`src/rtl/ula_wb_stage.sv`:
```
// ALU-to-writeback stage: 2-entry in-order skid buffer carrying result and destination,
// plus the architectural flag register and conditional-branch resolution at accept time.
module ula_wb_stage #(
   parameter int DATA_W = 32,
   parameter int RD_W   = 5
) (
   input  logic              clk,
   input  logic              rst_n,
   input  logic              in_valid,
   output logic              in_ready,
   input  logic [DATA_W-1:0] in_result,
   input  logic              in_o,
   input  logic              in_c,
   input  logic              in_s,
   input  logic              in_z,
   input  logic              in_flag_we,
   input  logic [RD_W-1:0]   in_rd,
   input  logic              in_rd_we,
   input  logic              in_is_branch,
   input  logic [3:0]        in_cond,
   output logic              out_valid,
   input  logic              out_ready,
   output logic [DATA_W-1:0] out_result,
   output logic [RD_W-1:0]   out_rd,
   output logic              out_rd_we,
   output logic              out_branch_taken,
   output logic [3:0]        flags_q
);

   logic [DATA_W-1:0] r_result [2];
   logic [RD_W-1:0]   r_rd     [2];
   logic [1:0]        r_rd_we;
   logic [1:0]        r_taken;
   logic              r_wr_ptr;
   logic              r_rd_ptr;
   logic [1:0]        r_count;
   logic [3:0]        r_flags;

   logic              w_accept;
   logic              w_pop;
   logic              w_taken;

   // Flags are packed {O,C,S,Z}; codes 12..15 are never taken.
   function automatic logic f_cond_true(input logic [3:0] cond, input logic [3:0] flg);
      logic o, c, s, z;
      o = flg[3];
      c = flg[2];
      s = flg[1];
      z = flg[0];
      case (cond)
         4'd0:    f_cond_true = 1'b1;
         4'd1:    f_cond_true = z;
         4'd2:    f_cond_true = ~z;
         4'd3:    f_cond_true = s;
         4'd4:    f_cond_true = ~s;
         4'd5:    f_cond_true = c;
         4'd6:    f_cond_true = ~c;
         4'd7:    f_cond_true = o;
         4'd8:    f_cond_true = ~o;
         4'd9:    f_cond_true = s ^ o;
         4'd10:   f_cond_true = ~(s ^ o) & ~z;
         4'd11:   f_cond_true = c | z;
         default: f_cond_true = 1'b0;
      endcase
   endfunction

   assign in_ready  = (r_count != 2'd2);
   assign out_valid = (r_count != 2'd0);
   assign w_accept  = in_valid & in_ready;
   assign w_pop     = out_valid & out_ready;
   // Branches see the flags as they stood before this edge.
   assign w_taken   = in_is_branch & f_cond_true(in_cond, r_flags);

   always_ff @(posedge clk or negedge rst_n) begin
      if (!rst_n) begin
         r_result[0] <= '0;
         r_result[1] <= '0;
         r_rd[0]     <= '0;
         r_rd[1]     <= '0;
         r_rd_we     <= '0;
         r_taken     <= '0;
         r_wr_ptr    <= 1'b0;
         r_rd_ptr    <= 1'b0;
         r_count     <= 2'd0;
         r_flags     <= 4'd0;
      end else begin
         if (w_accept) begin
            r_result[r_wr_ptr] <= in_result;
            r_rd[r_wr_ptr]     <= in_rd;
            r_rd_we[r_wr_ptr]  <= in_rd_we & ~in_is_branch;
            r_taken[r_wr_ptr]  <= w_taken;
            r_wr_ptr           <= ~r_wr_ptr;
         end
         if (w_pop) begin
            r_rd_ptr <= ~r_rd_ptr;
         end
         case ({w_accept, w_pop})
            2'b10:   r_count <= r_count + 2'd1;
            2'b01:   r_count <= r_count - 2'd1;
            default: r_count <= r_count;
         endcase
         if (w_accept && in_flag_we && !in_is_branch) begin
            r_flags <= {in_o, in_c, in_s, in_z};
         end
      end
   end

   // Outputs come from head registers only, never from in_*.
   assign out_result       = r_result[r_rd_ptr];
   assign out_rd           = r_rd[r_rd_ptr];
   assign out_rd_we        = r_rd_we[r_rd_ptr];
   assign out_branch_taken = r_taken[r_rd_ptr];
   assign flags_q          = r_flags;

endmodule

```
`config.mk`:
```
export PLATFORM = sky130hd
export DESIGN_NAME = ula_wb_stage
export DESIGN_NICKNAME = d
export VERILOG_FILES = /design/src/rtl/ula_wb_stage.sv
export SDC_FILE = /design/constraint.sdc
export NUM_CORES = 1
export LEC_CHECK = 0
export CAP_MARGIN = 20
export CORE_ASPECT_RATIO = 1.25
export CORE_UTILIZATION = 50
export CTS_CLUSTER_SIZE = 16
export DETAILED_ROUTE_END_ITERATION = 8
export PLACE_DENSITY = 0.8
export SETUP_SLACK_MARGIN = 0.2
export SLEW_MARGIN = 30
export SYNTH_ARGS = -nofsm -noshare
export SYNTH_HDL_FRONTEND = slang
export SYNTH_SLANG_ARGS = --single-unit
```
`constraint.sdc`:
```
create_clock -name clk -period 2.1 [get_ports clk]
set_input_delay 0.525 -clock clk [delete_from_list [all_inputs] [get_ports clk]]
set_output_delay 0.525 -clock clk [all_outputs]
set_load 0.02 [all_outputs]
```
### Word level (Yosys, flattened, before mapping)

Index checks and enable logic that the tools add are counted.

* reductions and logical operators: 8
* shift-type cells: 0
* mux-type cells: 22
* equal/unequal tests: 14
* bitwise gates (word level): 17
* order comparisons: 6
* multiply operators: 0
* div/mod/pow operators: 0
* add/subtract/negate cells: 2

Operators by type and width (number)
* 32-bit two-way mux: 4
* 64-bit bitwise mux: 1
* 32-bit demux with 1-bit select: 1
* 5-bit two-way mux: 4
* 4-bit by 3-bit == test with 1-bit output, second input constant: 4
* 4-bit == test, second input constant: 4
* 1-bit one-hot mux with 12 select lines: 1
* 10-bit bitwise mux: 1
* 4-bit by 2-bit == test with 1-bit output, second input constant: 2
* 1-bit NOT: 8
* 1-bit bitwise AND: 5
* 5-bit demux with 1-bit select: 1
* 1-bit two-way mux: 5
* 2-bit bitwise mux: 2
* 4-bit by 1-bit == test with 1-bit output, second input constant: 1
* 2-bit greater-or-equal comparator, second input constant: 2
* 1-bit logical AND: 4
* 4-bit logical NOT: 1
* 1-bit by 2-bit less-than comparator with 1-bit output, second input constant: 2
* 1-bit NOT with 2-bit output: 2
* 2-bit one-hot mux with 2 select lines: 1
* 2-bit nonzero test: 2
* 2-bit by 1-bit adder with 2-bit output, second input constant: 1
* 2-bit by 1-bit == test with 1-bit output, second input constant: 1
* other kinds (9): 9

* bits in registers: 86
* word-level logic and storage cells: 79
* output and inout bits: 45
* memories kept: 0
* memory bits (read-only): 0
* memory bits (writable): 0
* input bits: 52
* latch bits: 0

### Longest topological paths before layout

* depth in word-level cells: 6
* gate-level depth with buffers: 7
* mapped depth without buffers: 6

### Worst setup path after synthesis

OpenSTA, ideal clock, no wires.

* path kind: register -> register
* from: register r_count[0]
* to: register r_count[1]
* library setup time: 0.079 ns
* data required time: 2.021 ns
* buffers on the path: 0
* arrival time: 1.505 ns
* cell stages (with the launch flop): 6
* period minus slack after synthesis: 1.585 ns
* slack: 0.515 ns
* cells stage by stage: dfrtp_1 > or2_2 > and2_1 > ha_1 > nor2_1 > xor2_1

* cells in the longest elaborated chain, start to end: 4
* elaborated cells on any way between the ends: 10
* classes of those cells: add/sub: 2; eq/ne: 3; mux: 1; bitwise: 2; reduce/logical: 2

RTL lines
* from (decl): line 36 `logic [1:0] r_count;`
* from (signal assigned): line 98 `2'b10: r_count <= r_count + 2'd1;`
* from (signal assigned): line 99 `2'b01: r_count <= r_count - 2'd1;`
* from (signal assigned): line 100 `default: r_count <= r_count;`
* 2-bit nonzero test (*): line 68 `assign out_valid = (r_count != 2'd0);`
* via out_valid: line 21 `output logic out_valid,`
* 1-bit bitwise AND (*): line 70 `assign w_pop = out_valid & out_ready;`
* via w_pop: line 40 `logic w_pop;`
* 2-bit by 1-bit == test with 1-bit output or 2-bit == test (tied branches): line 97 `case ({w_accept, w_pop})`
* 2-bit one-hot mux with 2 select lines or 2-bit nonzero test (tied branches)

The timed path passes the listed nets; every way through them passes the cells marked *.
A chain may end at the register's enable or synchronous reset.

### Final worst setup path

* from: register r_rd_ptr
* to: output port out_result[3]

* cells in the longest elaborated chain, start to end: 4

RTL lines
* from (decl): line 35 `logic r_rd_ptr;`
* from (signal assigned): line 95 `r_rd_ptr <= ~r_rd_ptr;`
* 1-bit NOT with 2-bit output (implied by the code): line 109 `assign out_result = r_result[r_rd_ptr];`
* 32-bit two-way mux (implied by the code) (3 in series): line 109
* to (decl): line 23 `output logic [DATA_W-1:0] out_result,`

Every way passes these cells. The select of a mux whose other input is x is not followed.

==> impl_metrics.py <==
metrics = {
    "setup_path": {
        "crit_start": "r_rd_ptr$_DFFE_PN0P_",
        "r2r-end": "r_result[30]$_DFFE_PN0P_",
        "endpoint": "out_result[3]",
        "end_kind": "primary output",
        "rr_startpoint": "r_count[0]$_DFFE_PN0P_",
        "arrival_ps": 1510,
        "required_ps": 1570,
        "reg2reg_setup_slack_ps": 440,
        "path_max_fanout": 7,
        "reg2reg_depth": 5,
        "startpoint_type": "register",
        "criticalPathCategory": "reg -> out",
    },
    "detailed_routing": {
        "wl_met2_um": 4861,
        "firstDrtPassIters": 4,
        "ant_nets": 0,
        "dr.max_layer_used": "met4",
        "dr.first_iter.drc_count": 150,
        "drc": 0,
        "route.met3.wl_um": 356,
        "routed_wl_um": 9267,
        "wl_met1_um": 3851,
        "wl_per_cell_um": 16.88,
        "vias": 2845,
        "vias_per_cell": 5.182,
    },
    "global_routing": {
        "grt_max_degree": 36,
        "grt_pass1_wl_um": 14190,
        "grt_pass1_vias": 2929,
        "overflow": 0,
        "grt_usage": 0.2270,
        "antenna_found_initial": 0,
    },
    "final_layout": {
        "drive_above_1_share": 0.3590,
        "area_delta_synth_final_pct": 37.45,
        "nets": 502,
        "register_area_sq_um": 2153,
        "multi_input_area_sq_um": 1758,
        "n_antenna_cell": 0,
        "fillCellCount": 542,
    },
    "die": {
        "die-area_sq_um": 8410,
        "start_util": 0.5162,
        "core_sq_um": 7792,
        "ios": 97,
        "num_rows": 36,
        "die_y_um": 102.3,
        "die_w_um": 82.23,
    },
    "placement": {
        "hpwl_um": 6049,
        "io_buffers": 96,
        "place_ws_ps": 63.45,
        "gp_congestion": 0.8098,
    },
    "yosys": {
        "netlist_top_cells_area": "dfrtp_1, mux2_4, mux2_2, nand2_1, buf_2",
        "ys_seq_area_frac": 0.5350,
        "yosysTopAreaCell": "dfrtp_1",
        "async_reset_ff_frac": 1.000,
        "avgSynthCellArea_sq_um": 11.87,
        "netlist_area_sq_um": 4023,
        "ys.flop_type": "dfrtp_1",
        "yosysUniqueCellTypes": 29,
        "synth-seq-cells": 86,
        "synthCells": 339,
        "synthTopCellsByCount": "nand2_1, dfrtp_1, mux2_2",
        "yosysMostFrequentCell": "nand2_1",
        "yosys_warnings": 0,
        "synth-edff-count": 0,
        "synth_top_area_frac": 0.5350,
        "syn-num-nets": 392,
    },
    "job": {
        "cap_violations": 0,
    },
    "power_and_ir_drop": {
        "irDropWorstVdd_mv": 0.8653,
        "leakage_nw": 2.737,
        "p_total_mw": 9.677,
        "power.density_nw_per_um2": 1750,
    },
    "sta": {
        "fin_ws_ps": 63.09,
        "hold_viol_final": 0,
        "layout_worst_path_cycle_share": 0.9700,
        "fin_tns_setup_ps": 0,
        "slew_viol_final": 0,
        "slew_headroom": 0.6977,
        "rsz0062_at_grt": "yes",
        "final-setup-viol-count": 0,
        "worstMarginPinSlew_ps": 453.4,
        "max_freq_ghz": 0.4909,
        "min_period_ps": 2037,
        "clock_skew_ps": 7.989,
    },
    "clock_tree": {
        "hold_buffers": 0,
        "clkLatencyLatePin_ps": 350,
        "cts_tree": "built",
        "cts_root_buf": "clkbuf_8",
        "cts_htree_levels": 3,
        "cts.path.max_buffers": 2,
        "numCtsBuffers": 9,
        "clk_pin_slew_ps": 90,
        "numClockSinks": 86,
    },
    "run_status": {
        "status": "finished, final reports clean",
    },
    "hold_path": {
        "hold_class": "in -> async",
    },
}
registers in the layout, summed over array words and instances, names as in the netlist:
name and flops:
r_rd_ptr 1, r_count 2, flags_q 4, r_result 64
r_rd 10, r_wr_ptr 1, r_taken 2, r_rd_we 2
cells in the final DEF, fill, tap and decap left out, drive strengths merged:
cell | Yosys | routed
nand2b | 2 | 2
xor2 | 2 | 2
nand3b | 2 | 2
o31ai | 2 | 2
mux2 | 80 | 80
a31oi | 1 | 1
bufinv | 0 | 1
xnor2 | 2 | 2
dfrtp | 86 | 86
nand2 | 120 | 120
ha | 1 | 1
nand3 | 3 | 3
a211o | 1 | 1
and3b | 1 | 1
clkinv | 0 | 2
or2 | 1 | 1
nor2 | 3 | 3
o21ai | 2 | 2
nand4 | 1 | 1
a31o | 1 | 1
clkdlybuf4s50 | 0 | 50
dlygate4sd2 | 0 | 5
a21oi | 3 | 3
inv | 1 | 2
clkinvlp | 0 | 2
or3b | 1 | 1
clkbuf | 0 | 14
and2 | 1 | 1
mux2i | 3 | 3
o31a | 1 | 1
buf | 18 | 58
cell families (layout without fill, tap and decap cells):
family          Yosys count  after routing  synth area share
flops                    86             86            0.5350
simple gates            135            135            0.1375
compound gates           11             11           0.01804
buf+inv                  19            134           0.03266
xor+xnor                  4              4          0.008711
fa+ha+maj                 1              1          0.003110
mux                      83             83            0.2650
where the power goes:
group / internal [mW] / switching [mW] / total [mW]
registers: 2.48 / 0.525 / 3.00
logic: 3.06 / 2.42 / 5.48
clock network: 0.590 / 0.607 / 1.20
metal layers:
metal,GRT usage,vias to the layer above
li1,-,1338
met1,0.2807,1424
met2,0.3840,64
met3,0.04196,19
met4,0.09852,0
met5,0,-
through the flow:
stage	util	hold WS [ps]	cell area [sq um]	cells
2_1_floorplan	-	229.4	4023	339
3_3_place_gp	0.6562	454.8	5114	524
3_5_place_dp	0.6562	459.0	5114	524
4_1_cts	0.6757	117.6	5265	545
5_1_grt	0.7095	139.1	5529	549
6_report	0.7095	118.3	5529	549
critical path, cell delays in order, from the launching register on:
cell	delay [ps]
dfrtp_2	440
buf_6	140
buf_12	140
mux2_4	320
buf_6	130
timing repair:
item                       4_1_cts  5_1_grt
setup endpoints to repair       45       40
setup buffers                    4        1
gates cloned                     1        3
gates resized for setup        192       60
worst min path at each step:
stage                                  start                       end  slack [ps]  cells past startpoint
floorplan                              rst_n    flags_q[0]$_DFFE_PN0P_         230                      0
global placement    r_result[41]$_DFFE_PN0P_  r_result[41]$_DFFE_PN0P_         450                      2
detailed placement       r_rd[5]$_DFFE_PN0P_       r_rd[5]$_DFFE_PN0P_         460                      2
CTS                                    rst_n  r_result[54]$_DFFE_PN0P_         120                      1
global route                           rst_n  r_result[21]$_DFFE_PN0P_         140                      1
finish                                 rst_n  r_result[21]$_DFFE_PN0P_         120                      1
cell type report:
cell class | instances | share of cell area
multi-input cells | 234 | 0.3179
clock buffers | 10 | 0.02489
flip-flops and latches | 86 | 0.3895
clock inverters | 6 | 0.01267
inverters | 1 | 0.0006789
well taps | 95 | 0.02150
repair buffers | 117 | 0.2329
(Power assumes the default switching activity.)
